<file path="config.mk">
export PLATFORM = sky130hd
export DESIGN_NAME = cond_logic_ex
export DESIGN_NICKNAME = d
export VERILOG_FILES = /design/src/rtl/cond_logic_ex.sv
export SDC_FILE = /design/constraint.sdc
export NUM_CORES = 1
export LEC_CHECK = 0
export ABC_AREA = 1
export CORE_UTILIZATION = 51
export CTS_CLUSTER_SIZE = 16
export DETAILED_ROUTE_END_ITERATION = 16
export PLACE_DENSITY = 0.91
export SYNTH_ARGS = -nofsm -noshare
export SYNTH_HDL_FRONTEND = slang
export SYNTH_SLANG_ARGS = --single-unit
</file>
<file path="constraint.sdc">
create_clock -name clk -period 1.8 [get_ports clk]
set_input_delay 0.36 -clock clk [delete_from_list [all_inputs] [get_ports clk]]
set_output_delay 0.36 -clock clk [all_outputs]
set_load 0.02 [all_outputs]
</file>
<file path="src/rtl/cond_logic_ex.sv">
// rtl/cond_logic_ex.sv - execute-stage conditional execution: NZCV flags, E->M gating, exec/skip counters
module cond_logic_ex #(
  parameter int         CNT_W       = 16,
  parameter logic [3:0] RESET_FLAGS = 4'b0000
) (
  input  logic             clk,
  input  logic             reset,
  input  logic             ValidE,
  input  logic             StallE,
  input  logic             FlushE,
  input  logic [3:0]       CondE,
  input  logic [3:0]       ALUFlags,
  input  logic [1:0]       FlagWriteE,
  input  logic             RegWriteE,
  input  logic             MemWriteE,
  input  logic             PCSrcE,
  input  logic             CntClr,
  output logic [3:0]       Flags,
  output logic             CondExE,
  output logic             PCSrcTakenE,
  output logic             RegWriteM,
  output logic             MemWriteM,
  output logic             PCSrcM,
  output logic [CNT_W-1:0] ExecCnt,
  output logic [CNT_W-1:0] SkipCnt
);

  localparam logic [CNT_W-1:0] CNT_MAX = {CNT_W{1'b1}};
  localparam logic [CNT_W-1:0] CNT_ONE = {{(CNT_W-1){1'b0}}, 1'b1};

  // Condition evaluation against the registered flags only; no ALUFlags bypass.
  function automatic logic condcheck(input logic [3:0] cond, input logic [3:0] nzcv);
    logic n, z, c, v;
    {n, z, c, v} = nzcv;
    case (cond)
      4'b0000: condcheck = z;
      4'b0001: condcheck = ~z;
      4'b0010: condcheck = c;
      4'b0011: condcheck = ~c;
      4'b0100: condcheck = n;
      4'b0101: condcheck = ~n;
      4'b0110: condcheck = v;
      4'b0111: condcheck = ~v;
      4'b1000: condcheck = c & ~z;
      4'b1001: condcheck = ~c | z;
      4'b1010: condcheck = ~(n ^ v);
      4'b1011: condcheck = n ^ v;
      4'b1100: condcheck = ~z & ~(n ^ v);
      4'b1101: condcheck = z | (n ^ v);
      default: condcheck = 1'b1;
    endcase
  endfunction

  logic live;
  logic gate;

  assign live        = ValidE & ~FlushE & ~StallE;
  assign CondExE     = condcheck(CondE, Flags);
  assign gate        = live & CondExE;
  assign PCSrcTakenE = PCSrcE & gate;

  always_ff @(posedge clk or posedge reset) begin
    if (reset) begin
      Flags <= RESET_FLAGS;
    end else if (gate) begin
      if (FlagWriteE[1]) Flags[3:2] <= ALUFlags[3:2];
      if (FlagWriteE[0]) Flags[1:0] <= ALUFlags[1:0];
    end
  end

  // Non-live or failed instructions enter M as a bubble.
  always_ff @(posedge clk or posedge reset) begin
    if (reset) begin
      RegWriteM <= 1'b0;
      MemWriteM <= 1'b0;
      PCSrcM    <= 1'b0;
    end else begin
      RegWriteM <= RegWriteE & gate;
      MemWriteM <= MemWriteE & gate;
      PCSrcM    <= PCSrcE & gate;
    end
  end

  always_ff @(posedge clk or posedge reset) begin
    if (reset) begin
      ExecCnt <= '0;
      SkipCnt <= '0;
    end else if (CntClr) begin
      ExecCnt <= '0;
      SkipCnt <= '0;
    end else if (live) begin
      if (CondExE) begin
        if (ExecCnt != CNT_MAX) ExecCnt <= ExecCnt + CNT_ONE;
      end else begin
        if (SkipCnt != CNT_MAX) SkipCnt <= SkipCnt + CNT_ONE;
      end
    end
  end

endmodule
</file>
# After elaboration in Yosys (flattened, before gate mapping)
# Cells that the tools add are included.
[word_totals] regBits=39 word_cells=61
[classes] n_addsub=2 eq_ne=16 muxes=9 bitwise=18 n_reduce_logical=9
[op_table] operator="$mux W16" count=8
[op_table] operator="$add A16 B1 Y16 const B" count=2
[op_table] operator="$ne A16 B16 Y1 const B" count=2
[op_table] operator="$eq A4 B4 Y1 const B" count=6
[op_table] operator="$eq A4 B3 Y1 const B" count=4
[op_table] operator="$pmux W1 S14" count=1
[op_table] operator="$and A1 B1 Y1" count=8
[op_table] operator="$eq A4 B2 Y1 const B" count=2
[op_table] operator="$reduce_bool A2 Y1" count=4
[op_table] operator="$not A1 Y1" count=7
[op_table] operator="$reduce_and A3 Y1" count=2
[op_table] operator="$eq A4 B1 Y1 const B" count=1
[op_table] operator="$logic_not A4 Y1" count=1
[op_table] operator="$reduce_and A2 Y1" count=2
[op_table] operator="$ne A2 B2 Y1 const B" count=1
[op_table] operator="$or A1 B1 Y1" count=2
[op_table] operator="$xor A1 B1 Y1" count=1

# Depth between registers and ports, before layout
# Gate-level depths: netlist of run 1.
[logic_depth] depth_word=7 mapped_depth=13 mapped_depth_nobuf=12

# Worst setup path after synthesis of run 1
# Ideal clock, no wire load.
[synth_path] path_kind="register -> output" from="reg Flags[0]" to="out PCSrcTakenE" t_arrival_ns=1.545 required_time_ns=1.440 path_slack_ns=-0.105 path_stages_with_launch=9 path_buffers=0 path_cell_list="dfrtp_1 -> inv_1 -> nand2_1 -> nand3_2 -> a21oi_1 -> nor2_1 -> nand2_2 -> nand2_1 -> nor2_1"
[synth_via] elab_chain_len=6
[synth_rtl] element="from (decl)" line="18" rtl="output logic [3:0] Flags,"
[synth_rtl] element="from (signal assigned)" line="67" rtl="if (FlagWriteE[0]) Flags[1:0] <= ALUFlags[1:0];"
[synth_rtl] element="$xor A1 B1 Y1"
[synth_rtl] element="$not A1 Y1" line="46, 48"
[synth_rtl] element="$and A1 B1 Y1" line="48" rtl="4'b1100: condcheck = ~z & ~(n ^ v);"
[synth_rtl] element="$pmux W1 S14 (*)" line="35" rtl="case (cond)"
[synth_rtl] element="named net CondExE" line="19" rtl="output logic CondExE,"
[synth_rtl] element="$and A1 B1 Y1 (*)" line="59" rtl="assign gate = live & CondExE;"
[synth_rtl] element="$and A1 B1 Y1 (*)" line="60" rtl="assign PCSrcTakenE = PCSrcE & gate;"
[synth_rtl] element="to (decl)" line="20" rtl="output logic PCSrcTakenE,"
# Mark *: on every way through the listed nets, which the timed path passes. The rest lies on a longest branch.

# Worst setup path in the final report of run 1
[layout_path] from="in CondE[0]" to="out PCSrcTakenE"
[layout_via] elab_chain_len=4
[layout_rtl] element="from (decl)" line="11" rtl="input logic [3:0] CondE,"
[layout_rtl] element="$eq A4 B4 Y1 (tied with other cells)" line="35"
[layout_rtl] element="$pmux W1 S14 (*)" line="35"
[layout_rtl] element="$and A1 B1 Y1 (*)" line="59"
[layout_rtl] element="$and A1 B1 Y1 (*)" line="60"
# Mark *: on every way between the ends. The rest lies on a longest branch, timed or not.

==> results of run 1 <==
## timing repair
action / 4_1_cts / 5_1_grt
gates resized for setup: 31 / 58
setup buffers: 3 / 7
cloned: 1 / 3
pin swaps: 4 / 10
endpoints found under the setup margin: 39 / 48
hold endpoints to repair: 0 / 0
## power by group through the flow
stage / Sequential, mW / Combinational, mW / Clock, mW
floorplan: 1.06 / 0.334 / 0
global placement: 0.996 / 0.733 / 0
detailed placement: 0.998 / 0.755 / 0
CTS: 0.984 / 0.803 / 0.884
global route: 1.00 / 0.985 / 0.913
finish: 0.998 / 0.925 / 0.896
## layer usage
metal | vias up | part of all wire | track usage
met5 | - | 0 | 0
met4 | 0 | 0.056 | 0.130
met3 | 78 | 0.085 | 0.0528
met2 | 248 | 0.50 | 0.544
met1 | 1464 | 0.36 | 0.336
li1 | 1434 | - | -
## worst max-delay path by stage
stage                               to                   start  depth (start not counted)
2_1_floorplan  ExecCnt[14]$_DFFE_PP0P_  ExecCnt[0]$_DFFE_PP0P_                         10
3_3_place_gp               PCSrcTakenE                CondE[1]                         12
3_5_place_dp               PCSrcTakenE                CondE[1]                         12
4_1_cts                    PCSrcTakenE    Flags[2]$_DFFE_PP0P_                         11
5_1_grt                    PCSrcTakenE                CondE[3]                         12
6_report                   PCSrcTakenE                CondE[0]                         11
## layout make-up
| type | count | area, µm² |
|---|---|---|
| Tap cell | 67 | 83.8 |
| Fill cell | 293 | 836 |
| Inverter | 36 | 135 |
| Clock buffer | 6 | 72.6 |
| Timing Repair Buffer | 105 | 1070 |
| Sequential cell | 39 | 980 |
| Multi-Input combinational cell | 294 | 1640 |
| Clock inverter | 2 | 60.1 |
## logic make-up (layout without fill, tap and decap cells)
group,Yosys count,count (layout),synth area share
AOI/OAI and AO/OA,35,35,0.0809
adders and majority gates,2,2,0.00935
DFF,39,39,0.365
and+or+nand+nor,241,242,0.419
xor gates and xnor gates,15,15,0.0491
buffers and inverters,46,149,0.0772
## through the flow
step / utilization / total power, mW
after floorplan: - / 1.39
after global placement: 0.729 / 1.73
after detailed placement: 0.729 / 1.75
after CTS: 0.770 / 2.67
after global routing: 0.829 / 2.90
final: 0.829 / 2.82
## state kept, by name (all words and copies together), names as in the netlist
register,cells
MemWriteM,1
SkipCnt,16
PCSrcM,1
RegWriteM,1
Flags,4
ExecCnt,16
## synth_stat cells (3+ instances only)
cell      instances
a21oi_1           7
clkbuf_1          5
dfrtp_1          39
inv_1            30
inv_2             5
nand2_1         114
nand2_2           8
nand3_1          26
nand3_2           4
nand4_1          24
nor2_1           49
nor3_1            4
o21ai_0           9
o21ai_1           8
o21ai_2           4
o21bai_1          3
xnor2_1           4
xor2_1           11
## layout by cell type (no fill, tap or decap), types with 6 or more instances in the layout
cell type	n
nand2_1	96
nor2_1	45
buf_4	38
dfrtp_1	36
clkdlybuf4s50_1	30
inv_1	25
nand4_1	24
nand2_2	24
nand3_1	23
dlymetal6s2s_1	22
xor2_1	11
inv_2	10
o21ai_0	9
o21ai_1	8
nand3_2	7
a21oi_1	6
## critical path, stage by stage
cell and delay [ns]:
dlygate4sd2_1 0.32, nor2_1 0.17, nand2_1 0.07, nor2_1 0.13, nand2_1 0.11, nand2_1 0.09, nor2_1 0.06, nand2_2 0.11
nand2_4 0.07, nor2_4 0.09, buf_6 0.12
==> flow_summary.ini, run 1 <==
[run_status]
status = finished with violations
violations = negative setup slack

[power]
p_per_area_nw_per_um2 = 697
power.leakage_nw = 2.20
p_int_mw = 1.91
switching_power_mw = 0.911
combPwrFrac = 0.328
power_frac_clock = 0.318
irDropWorstVdd_mv = 0.527
seqPwrFrac = 0.354
p_sw_frac = 0.323

[run]
drv_cap = 0

[sta]
timing.final.hold_violations = 0
tightest_slew_ns = 0.484
report.final.slew_viol_count = 0
fmax_mhz = 488
clock_skew_ns = 0.0113
period_share = 1.14
setup_viol = 21
slew_headroom = 0.675
timing.final.ws_setup_ns = -0.249
whs_ns = 0.402
fin_crit_ns = 2.05
tns_ns = -2.52
rsz0062_at_grt = true

[cts]
cts_num_sinks = 39
cts_tree = yes
clk_pin_slew_ns = 0.09
root_buffer = clkbuf_8
worstSkewPairLatency_ns = 0.31
cts_hold_buf = 0
ctsLongestPathBuffers = 2
numCtsBuffers = 5
htreeDepth = 2

[final_layout]
n_antenna_cell = 0
layout-drive-gt1-share = 0.261
synthToLayoutAreaGrowth_pct = 51.2
postLayoutCellArea_um2 = 4040
final_cells = 549
nets = 502

[synthesis]
ys_seq_area_frac = 0.365
ys.flop_type = dfrtp_1
syn-cell-area_um2 = 2680
syn_area_per_cell_um2 = 7.08
synth_area_leader_cell = dfrtp_1
yosys_warnings = 0
async_flop_share = 1.00
synth_seq_cells = 39
ys_top_cells_by_area = dfrtp_1 36%, nand2_1 16%, nor2_1 6.9%
ys_types = 35
netlist_instances = 378
syn_nets = 399
synth-edff-count = 0
synth.top_cell.area_share = 0.365

[detailed_routing]
drt-vias-per-instance = 5.87
drt_iter0_drc = 325
first_pass_iters = 8
drt-wirelength-per-cell_um = 16.8
vias = 3224
post-route-drc-count = 0
detail-route-antenna-nets = 0
wl_um = 9250

[setup_path]
reg2reg_to = SkipCnt[6]$_DFFE_PP0P_
reg2reg_slack_ns = -0.14
worstPathMaxFanout = 6
reg2reg_depth = 13
cp-end-kind = primary output
worst-setup-path-type = in -> out
worstReg2RegStart = Flags[0]$_DFFE_PP0P_
critPathRequiredTime_ns = 1.44
start_kind = primary input
cp_data_arrival_time_ns = 1.69

[place]
dp_slack_ns = -0.867
placed_area_um2 = 3560
dp_cells = 527
gp_congestion = 1.02
dp_hpwl_um = 5200
io_buffers = 59

[floorplan]
core-area_um2 = 4880
ios = 60
die-height_um = 74.4
dieArea_um2 = 5540
row_count = 25
fp.dieW_um = 74.4
start_util = 0.548

[hold_path]
hp-class = in -> async

[global_routing]
grt_pass1_vias = 2875
grt_pass1_wl_um = 12600
antenna_found_initial = 0
grt_max_degree = 40
gr-total-overflow = 0
gr-usage-all-layers = 0.297
Power figures use the tool's default switching activity.
==> run 2, diff against run 1 <==
MAX_ROUTING_LAYER = met4   (was default)
REMOVE_ABC_BUFFERS = 1   (was default)
SLEW_MARGIN = 10   (was default)
==> flow_summary.ini, run 2 (synthesized netlist as in run 1, its figures left out) <==
[sta]
rsz0062_at_grt = true
slew_headroom = 0.625
fmax_mhz = 483
timing.final.hold_violations = 0
tightest_slew_ns = 0.559
period_share = 1.15
clock_skew_ns = 0.00920
report.final.slew_viol_count = 0
timing.final.ws_setup_ns = -0.269
fin_crit_ns = 2.07
setup_viol = 32
whs_ns = 0.409

[floorplan]
ios = 60
core-area_um2 = 4880
dieArea_um2 = 5540
start_util = 0.548
fp.dieW_um = 74.4
die-height_um = 74.4
row_count = 25

[final_layout]
layout-drive-gt1-share = 0.288
n_antenna_cell = 0
reg_top3 = ExecCnt (16), SkipCnt (16), Flags (4)
utilization = 0.841
synthToLayoutAreaGrowth_pct = 53.3
fillers = 264
nets = 503
final_common_cell = nand2_1
final_cell_mix = 90 x nand2_1, 43 x nor2_1, 36 x dfrtp_1, 36 x buf_4, 33 x clkdlybuf4s50_1

[setup_path]
worstReg2RegStart = Flags[0]$_DFFE_PP0P_
critPathRequiredTime_ns = 1.44
reg2reg_depth = 14
cp-end-kind = primary output
reg2reg_slack_ns = -0.11
cp_cell_sequence = inv_1 > nand2_1 > nand2_1 > nand2_1 > nand3_2 > nand2_1 > nor2_2 > nand2_2 > nand2_2 > nor2_4 > buf_6
cp_data_arrival_time_ns = 1.71
worstPathMaxFanout = 4
reg2reg_to = ExecCnt[13]$_DFFE_PP0P_
crit_slowest_cell = dfrtp_1
start_kind = flip-flop
crit_path_frequent_cell = nand2_1
worst-setup-path-type = reg -> out
slowest_delay_ns = 0.43

[cts]
ctsLongestPathBuffers = 2
root_buffer = clkbuf_8
htreeDepth = 2
clk_pin_slew_ns = 0.08
numCtsBuffers = 5
cts_tree = yes
cts_hold_buf = 0
cts_num_sinks = 39
worstSkewPairLatency_ns = 0.30

[detailed_routing]
first_pass_iters = 7
vias = 3299
wl_met1_um = 3640
drt-vias-per-instance = 6.00
post-route-drc-count = 0
drt-wirelength-per-cell_um = 18.3
wl_um = 10100
wl_met2_um = 5050
detail-route-antenna-nets = 0
top_layer = met4
drt_iter0_drc = 418
wl_met3_um = 742

[place]
io_buffers = 59
dp_slack_ns = -0.955
dp_hpwl_um = 5140
gp_congestion = 0.933

[global_routing]
grt_max_degree = 40
antenna_found_initial = 0
gr-usage-all-layers = 0.347
grt_pass1_vias = 2945
grt_pass1_wl_um = 14000
gr-total-overflow = 0

[hold_path]
hp-class = in -> async

[run]
drv_cap = 0

[power]
irDropWorstVdd_mv = 0.574
power.leakage_nw = 2.14
p_per_area_nw_per_um2 = 686

[run_status]
violations = negative setup slack
status = finished with violations
[run 2: cell types whose count changed in the layout (fill, tap and decap cells not counted), moves of 3 or more]
cell / change
nand3_1: -4
dlymetal6s2s_1: -7
inv_1: +3
buf_6: +3
nor2_2: +3
clkdlybuf4s50_1: +3
nand3_4: +3
nand2_2: +5
nand2_1: -6
inv_2: -3
[run 2: power breakdown]
part	internal (mW)	switching [mW]	total, mW
Clock	0.449	0.331	0.780
Combinational	0.479	0.562	1.04
Sequential	0.927	0.0654	0.992
[run 2: layout make-up]
cell class / count / area (µm²) / area share
clock inverter: 2 / 35.0 / 0.00854
inverter: 36 / 135 / 0.0329
timing repair buffer: 106 / 1070 / 0.261
sequential: 39 / 980 / 0.239
multi-input combinational: 294 / 1710 / 0.418
tap: 67 / 83.8 / 0.0204
clock buffer: 6 / 82.6 / 0.0201
[run 2: worst max-delay path by stage]
stage | startpoint | end | depth (start not counted)
finish | Flags[2]$_DFFE_PP0P_ | PCSrcTakenE | 11
global route | Flags[3]$_DFFE_PP0P_ | PCSrcTakenE | 10
CTS | Flags[3]$_DFFE_PP0P_ | PCSrcTakenE | 10
detailed placement | CondE[1] | PCSrcTakenE | 12
global placement | CondE[3] | PCSrcTakenE | 12
floorplan | SkipCnt[0]$_DFFE_PP0P_ | SkipCnt[12]$_DFFE_PP0P_ | 9
[run 2: metal layers]
layer,vias to the layer above,global-route usage
met5,-,-
met4,0,0.214
met3,85,0.0759
met2,233,0.580
met1,1540,0.374
li1,1441,-
[run 2: metrics by stage]
stage                     TNS [ns]  cells  power, mW  instance area, µm²
after floorplan              -3.29    368       1.36                2600
after global placement      -12.23    527       1.73                3560
after detailed placement    -16.69    527       1.76                3560
after CTS                   -0.612    548       2.65                3890
after global routing         -4.71    550       2.89                4100
final                        -2.75    550       2.81                4100
[run 2: critical path, delay by kind of cell (launching register included)]
kind	cells	cell delay, ns
DFF	1	0.43
buffers and inverters	2	0.20
and+or+nand+nor	9	0.77
[run 2: repair_timing]
item                                    in CTS  in global routing
gates cloned                                 3                  0
endpoints found under the setup margin      36                 48
setup buffers                               10                  2
pin swaps                                    9                  9
resized for setup                           45                 63
